**config.mk**
```make
export PLATFORM = sky130hd
export DESIGN_NAME = sseg_s2p_rx
export DESIGN_NICKNAME = d
export VERILOG_FILES = /design/src/rtl/sseg_s2p_rx.sv
export SDC_FILE = /design/constraint.sdc
export NUM_CORES = 1
export LEC_CHECK = 0
export ABC_AREA = 1
export CAP_MARGIN = 20
export CORE_AREA = 2 2 126 128
export DETAILED_ROUTE_END_ITERATION = 8
export DIE_AREA = 0 0 128 130
export PLACE_DENSITY = 0.65
export SLEW_MARGIN = 10
export SYNTH_ARGS = -nofsm -noshare
export SYNTH_HDL_FRONTEND = slang
export SYNTH_SLANG_ARGS = --single-unit
```
**constraint.sdc**
```tcl
create_clock -name clk -period 7.7 [get_ports clk]
set_clock_uncertainty 0.1 [all_clocks]
set_input_delay 1.54 -clock clk [delete_from_list [all_inputs] [get_ports clk]]
set_output_delay 1.54 -clock clk [all_outputs]
set_load 0.05 [all_outputs]
```
**src/rtl/sseg_s2p_rx.sv**
```systemverilog
// sseg_s2p_rx: serial-to-parallel receiver for the seven-segment display link.
// It rebuilds the 64-bit segment frame from seg_clk/seg_sout/seg_clrn/SEG_PEN.
// It also decodes each frame byte back to a hex nibble and a decimal point.
// Optional feature macro: SSEG_RX_DECODE_EN
//   defined   - decode outputs (hex, points, blank, decode_err) are built.
//   undefined - decode outputs are tied to 0.
module sseg_s2p_rx #(
  parameter int SYNC_STAGES = 2
) (
  input  logic        clk,
  input  logic        rst,
  input  logic        seg_clk,
  input  logic        seg_clrn,
  input  logic        SEG_PEN,
  input  logic        seg_sout,
  output logic [63:0] frame,
  output logic        frame_valid,
  output logic        frame_err,
  output logic [31:0] hex,
  output logic [7:0]  points,
  output logic [7:0]  blank,
  output logic [7:0]  decode_err
);

  // Synchronizer lane order: {pen, clrn, sout, sclk}.
  // The control lines idle high, so the pen and clrn lanes reset to 1.
  // This keeps a reset release from looking like a SEG_PEN rising edge.
  localparam logic [3:0] SYNC_RST  = 4'b1100;
  localparam logic [6:0] CNT_FULL  = 7'd64;
  localparam logic [6:0] CNT_SAT   = 7'd65;

  logic [3:0]  raw_in;
  logic [3:0]  sync_q [SYNC_STAGES];
  logic [3:0]  sync_d [SYNC_STAGES];

  logic        sclk_s;
  logic        sout_s;
  logic        clrn_s;
  logic        pen_s;
  logic        sclk_prev_q;
  logic        pen_prev_q;
  logic        sclk_rise;
  logic        pen_rise;

  logic [63:0] shreg_q;
  logic [63:0] shreg_d;
  logic [6:0]  cnt_q;
  logic [6:0]  cnt_d;
  logic [63:0] frame_q;
  logic [63:0] frame_d;
  logic        frame_valid_q;
  logic        frame_valid_d;
  logic        frame_err_q;
  logic        frame_err_d;

  assign raw_in = {SEG_PEN, seg_clrn, seg_sout, seg_clk};

  // Synchronizer chain: stage 0 takes the pins, each later stage takes the previous one.
  always_comb begin
    sync_d[0] = raw_in;
    for (int s = 1; s < SYNC_STAGES; s++) begin
      sync_d[s] = sync_q[s-1];
    end
  end

  // Synchronizer flops.
  always_ff @(posedge clk or posedge rst) begin
    if (rst) begin
      for (int s = 0; s < SYNC_STAGES; s++) begin
        sync_q[s] <= SYNC_RST;
      end
    end else begin
      for (int s = 0; s < SYNC_STAGES; s++) begin
        sync_q[s] <= sync_d[s];
      end
    end
  end

  assign sclk_s = sync_q[SYNC_STAGES-1][0];
  assign sout_s = sync_q[SYNC_STAGES-1][1];
  assign clrn_s = sync_q[SYNC_STAGES-1][2];
  assign pen_s  = sync_q[SYNC_STAGES-1][3];

  assign sclk_rise = sclk_s & ~sclk_prev_q;
  assign pen_rise  = pen_s & ~pen_prev_q;

  // Shift, clear and commit.
  // A shift and a SEG_PEN rise on the same cycle apply the shift first.
  // A clear on the same cycle as a SEG_PEN rise wins, so the zero count reports an error.
  always_comb begin
    shreg_d       = shreg_q;
    cnt_d         = cnt_q;
    frame_d       = frame_q;
    frame_valid_d = 1'b0;
    frame_err_d   = 1'b0;
    if (!clrn_s) begin
      shreg_d = '0;
      cnt_d   = '0;
    end else if (sclk_rise && (!pen_s || pen_rise)) begin
      shreg_d = {shreg_q[62:0], sout_s};
      if (cnt_q != CNT_SAT) begin
        cnt_d = cnt_q + 7'd1;
      end
    end
    if (pen_rise) begin
      if (cnt_d == CNT_FULL) begin
        frame_d       = shreg_d;
        frame_valid_d = 1'b1;
      end else begin
        frame_err_d = 1'b1;
      end
      cnt_d = '0;
    end
  end

  // Receiver state registers.
  always_ff @(posedge clk or posedge rst) begin
    if (rst) begin
      sclk_prev_q   <= 1'b0;
      pen_prev_q    <= 1'b1;
      shreg_q       <= '0;
      cnt_q         <= '0;
      frame_q       <= '0;
      frame_valid_q <= 1'b0;
      frame_err_q   <= 1'b0;
    end else begin
      sclk_prev_q   <= sclk_s;
      pen_prev_q    <= pen_s;
      shreg_q       <= shreg_d;
      cnt_q         <= cnt_d;
      frame_q       <= frame_d;
      frame_valid_q <= frame_valid_d;
      frame_err_q   <= frame_err_d;
    end
  end

  assign frame       = frame_q;
  assign frame_valid = frame_valid_q;
  assign frame_err   = frame_err_q;

`ifdef SSEG_RX_DECODE_EN
  // Active-high g..a pattern for each hex value.
  function automatic logic [6:0] glyph(input logic [3:0] n);
    logic [6:0] g;
    case (n)
      4'h0: g = 7'h3F;
      4'h1: g = 7'h06;
      4'h2: g = 7'h5B;
      4'h3: g = 7'h4F;
      4'h4: g = 7'h66;
      4'h5: g = 7'h6D;
      4'h6: g = 7'h7D;
      4'h7: g = 7'h07;
      4'h8: g = 7'h7F;
      4'h9: g = 7'h6F;
      4'hA: g = 7'h77;
      4'hB: g = 7'h7C;
      4'hC: g = 7'h39;
      4'hD: g = 7'h5E;
      4'hE: g = 7'h79;
      default: g = 7'h71;
    endcase
    return g;
  endfunction

  // Decodes one active-low byte into {decode_err, blank, point, nibble}.
  function automatic logic [6:0] decode_byte(input logic [7:0] b);
    logic [6:0] seg;
    logic [3:0] nib;
    logic       bl;
    logic       er;
    logic       hit;
    seg = ~b[6:0];
    nib = 4'h0;
    bl  = 1'b0;
    er  = 1'b0;
    hit = 1'b0;
    if (seg == 7'h00) begin
      bl = 1'b1;
    end else begin
      for (int n = 0; n < 16; n++) begin
        if (!hit && seg == glyph(4'(n))) begin
          nib = 4'(n);
          hit = 1'b1;
        end
      end
      er = ~hit;
    end
    return {er, bl, ~b[7], nib};
  endfunction

  logic [6:0]  dec_w [8];
  logic [31:0] hex_q;
  logic [31:0] hex_d;
  logic [7:0]  points_q;
  logic [7:0]  points_d;
  logic [7:0]  blank_q;
  logic [7:0]  blank_d;
  logic [7:0]  derr_q;
  logic [7:0]  derr_d;

  genvar gi;
  for (gi = 0; gi < 8; gi++) begin : g_digit
    assign dec_w[gi] = decode_byte(frame_d[8*gi +: 8]);
  end

  // Decode outputs load only when a frame commits, so they change with frame_valid.
  always_comb begin
    hex_d    = hex_q;
    points_d = points_q;
    blank_d  = blank_q;
    derr_d   = derr_q;
    if (frame_valid_d) begin
      for (int i = 0; i < 8; i++) begin
        hex_d[4*i +: 4] = dec_w[i][3:0];
        points_d[i]     = dec_w[i][4];
        blank_d[i]      = dec_w[i][5];
        derr_d[i]       = dec_w[i][6];
      end
    end
  end

  // Decode output registers.
  always_ff @(posedge clk or posedge rst) begin
    if (rst) begin
      hex_q    <= '0;
      points_q <= '0;
      blank_q  <= '0;
      derr_q   <= '0;
    end else begin
      hex_q    <= hex_d;
      points_q <= points_d;
      blank_q  <= blank_d;
      derr_q   <= derr_d;
    end
  end

  assign hex        = hex_q;
  assign points     = points_q;
  assign blank      = blank_q;
  assign decode_err = derr_q;
`else
  assign hex        = '0;
  assign points     = '0;
  assign blank      = '0;
  assign decode_err = '0;
`endif

endmodule

```
==> qor.txt <==
==============================================================================
Max Fclk                                                               258 MHz
Unrepaired setup endpoints after global routing                             no
Final hold viol count                                                        0
Number of buffers added to fix hold violations after cts                     0
Tightest Pin Transition                                               0.825 ns
Pin count of the biggest net entering global routing                        81
Clock Tree Buf Depth                                                         2
DRT iter0 DRCs                                                             427
Yosys reg bits                                                             147
Wire length of the first global-routing pass                      21300 microns
Max transition margin                                                    45.0%
WP depth                                                                    13
Final setup violating endpoints                                              0
Die footprint                                                      16600 sq um
TritonCTS clock tree                                                     built
Sequential cell area fraction in the yosys report                        57.5%
CP max stage cell                                                 sky130_fd_sc_hd__nand3_2
Number of sinks handled by clock tree synthesis                            147
Post-layout nets                                                           764
Fin Setup TNS                                                             0 ns
Grt total ovfl                                                               0
Number of placement rows                                                    46
Clock insertion delay at the later pin of the skew report              0.42 ns
Crit start category                                                  flip-flop
Global-route usage over all layers                                       16.1%
Critical-path cell list                                           nand2_1, inv_2, nor2_4, buf_4, nand3_1, xnor2_1, nand2_1, nor2_4, buf_4, nand3_2, buf_4, nand2_1, nand2_1
Via count of the first global-routing pass                                4476
Fin Hold WS                                                           0.246 ns
Critical path start-end classification                              reg -> reg
Data required time at the worst endpoint                               7.90 ns
Final max-slew violation count                                               0
Post-route minimum period                                              3.88 ns
Average wire per standard cell                                    13.0 microns
Cells after synthesis                                                      710
Run status                                                        finished clean
Synth warnings                                                               0
Number of CTS-inserted buffers                                              17
Detail Route Antenna Nets                                                    0
Stage delay of the slowest cell on the critical path                   0.68 ns
Number of H-tree levels                                                      4
Sum of internal, switching and leakage power                           1710 uW
Number of iterations in the first detailed-routing pass                      4
Average via count per standard cell                                       4.80
Gate family responsible for the most delay along the worst path   buffers and inverters
Hold-critical path depth                                                     0
Count of cells along the worst register-to-register path                    13
Mean cell area of the mapped netlist                                9.03 sq um
Post-cts gate resize count                                                   0
Horizontal extent of the die                                       128 microns
Worst hold-check path type                                          reg -> reg
Cell repeated most along the worst path                           sky130_fd_sc_hd__nand2_1
HPWL after DPL                                                    7160 microns
Core area                                                          15400 sq um
Final critical-path share of the clock period                            50.4%
Post-synthesis to final-layout area growth                               16.7%
Ant. Diodes                                                                  0
DRT Wirelength                                                    12400 microns
Max Cap Violations                                                           0
Number of post-CTS setup repair buffers                                      0
Starting Density                                                         41.6%
Number of placed I/O pins                                                  128
Cell area power density                                            229 nW/um^2
Buffers added on ports                                                      71
Signal arrival time at the worst endpoint                              4.08 ns
Antenna violations before repair                                             0
Distinct cell type count of the synthesized netlist                         21
Critical path capture point type                                     flip-flop
Clock-pin transition on the worst setup and hold timing paths          0.06 ns
Synth Cell Area                                                     6410 sq um
Leakage power figure                                                0.00373 uW
Vertical die dimension                                             130 microns
Share of post-route cells with drive strength above 1                    6.27%
Combined buffer and inverter count along the critical path                   4
Placer Congestion                                                        0.709
VDD IR-drop max                                                       0.167 mV
CP Max Fanout                                                               75
Clock root buffer master                                          sky130_fd_sc_hd__clkbuf_16
Number of design rule violations left after detail routing                   0
Vias after detailed routing                                               4602
==============================================================================
## metrics by stage
stage	setup slack, ns	std cells	instance area (sq um)	utilization, %
detailed placement	3.73	929	6960	45.1
floorplan	2.12	765	6620	-
global route	3.42	958	7480	48.5
global placement	3.79	929	6960	45.1
finish	3.82	958	7480	48.5
CTS	3.71	958	7480	48.5
## cell families after synthesis
group	after synthesis	share of synthesized area (%)
and+or+nand+nor	372	24.8
AOI/OAI and AO/OA	66	5.23
other	1	0.0585
DFF	147	57.5
adders and majority gates	2	0.390
buffers and inverters	120	11.8
xor gates and xnor gates	2	0.273
## metal layers
metal	share of wire, %	global-route usage, %	vias to the layer above
met3	4.6	4.35	15
met4	1.7	7.05	0
li1	-	-	2293
met2	46	25.7	112
met1	47	20.9	2182
met5	0	0	-
## cells in the mapped netlist
library cell                 n  area share (%)
sky130_fd_sc_hd__nand2_1   147             8.6
sky130_fd_sc_hd__nand4_1    66             6.4
sky130_fd_sc_hd__nand3_1    14             1.1
sky130_fd_sc_hd__xnor2_1     1            0.14
sky130_fd_sc_hd__ha_1        2            0.39
sky130_fd_sc_hd__dfrtp_1   142              55
sky130_fd_sc_hd__a21boi_0    1            0.12
sky130_fd_sc_hd__inv_2       1           0.058
sky130_fd_sc_hd__dfstp_2     5             2.0
sky130_fd_sc_hd__buf_6       7             1.2
sky130_fd_sc_hd__xor2_1      1            0.14
sky130_fd_sc_hd__clkbuf_1   24             1.4
sky130_fd_sc_hd__nor2_1    141             8.3
sky130_fd_sc_hd__a21o_1      1            0.12
sky130_fd_sc_hd__conb_1      1           0.058
sky130_fd_sc_hd__buf_2      12            0.94
sky130_fd_sc_hd__o21ai_0    64             5.0
sky130_fd_sc_hd__buf_4      64             7.5
sky130_fd_sc_hd__nor2_2      4            0.39
sky130_fd_sc_hd__clkinv_1    1           0.058
sky130_fd_sc_hd__inv_1      11            0.64
## flip-flops by register name, indices dropped and copies added (netlist names)
name and count:
pen_s 1, frame_err 1, shreg_q 64, sout_s 1, pen_prev_q 1, frame 64, cnt_q 7, clrn_s 1
sclk_s 1, frame_valid 1, sclk_prev_q 1, sync_d 4
## cells in the final DEF (no fill, tap or decap)
| master | count |
|---|---|
| sky130_fd_sc_hd__inv_6 | 1 |
| sky130_fd_sc_hd__clkinv_2 | 6 |
| sky130_fd_sc_hd__clkbuf_16 | 17 |
| sky130_fd_sc_hd__xnor2_1 | 1 |
| sky130_fd_sc_hd__clkinv_1 | 1 |
| sky130_fd_sc_hd__nand3_1 | 12 |
| sky130_fd_sc_hd__nor2_4 | 4 |
| sky130_fd_sc_hd__nand2_1 | 147 |
| sky130_fd_sc_hd__buf_4 | 8 |
| sky130_fd_sc_hd__clkdlybuf4s50_1 | 71 |
| sky130_fd_sc_hd__nand4_1 | 66 |
| sky130_fd_sc_hd__nor2_1 | 140 |
| sky130_fd_sc_hd__clkbuf_1 | 3 |
| sky130_fd_sc_hd__o21ai_0 | 64 |
| sky130_fd_sc_hd__clkbuf_8 | 2 |
| sky130_fd_sc_hd__ha_1 | 2 |
| sky130_fd_sc_hd__a21o_1 | 1 |
| sky130_fd_sc_hd__a21boi_0 | 1 |
| sky130_fd_sc_hd__inv_2 | 1 |
| sky130_fd_sc_hd__inv_1 | 10 |
| sky130_fd_sc_hd__nand3_2 | 2 |
| sky130_fd_sc_hd__dfstp_2 | 5 |
| sky130_fd_sc_hd__xor2_1 | 1 |
| sky130_fd_sc_hd__nor2_2 | 1 |
| sky130_fd_sc_hd__bufinv_16 | 1 |
| sky130_fd_sc_hd__conb_1 | 56 |
| sky130_fd_sc_hd__dfrtp_1 | 142 |
## final cells by class
type                       instances  area [sq um]
multi-input combinational        498          2210
timing repair buffer              79           771
tap                              192           240
fill                            1452          7940
inverter                          13          53.8
clock inverter                     7          60.1
clock buffer                      22           464
sequential                       147          3680
## power by group
| part | internal [uW] | leakage (uW) | switching [uW] |
|---|---|---|---|
| combinational | 24.7 | 0.00147 | 137 |
| sequential | 797 | 0.00199 | 10.8 |
| clock | 451 | 0.000265 | 293 |
## worst paths after layout
kind	start	to	slack (ns)
max reg2reg	pen_prev_q	frame[39]	3.82
min in group asynchronous	rst	frame[24]	1.52
max in group asynchronous	rst	frame[17]	4.67
max	pen_prev_q	frame[39]	3.82
min reg2reg	sync_d[0]	sclk_s	0.25
min	sync_d[0]	sclk_s	0.25
Power figures use the tool's default switching activity.
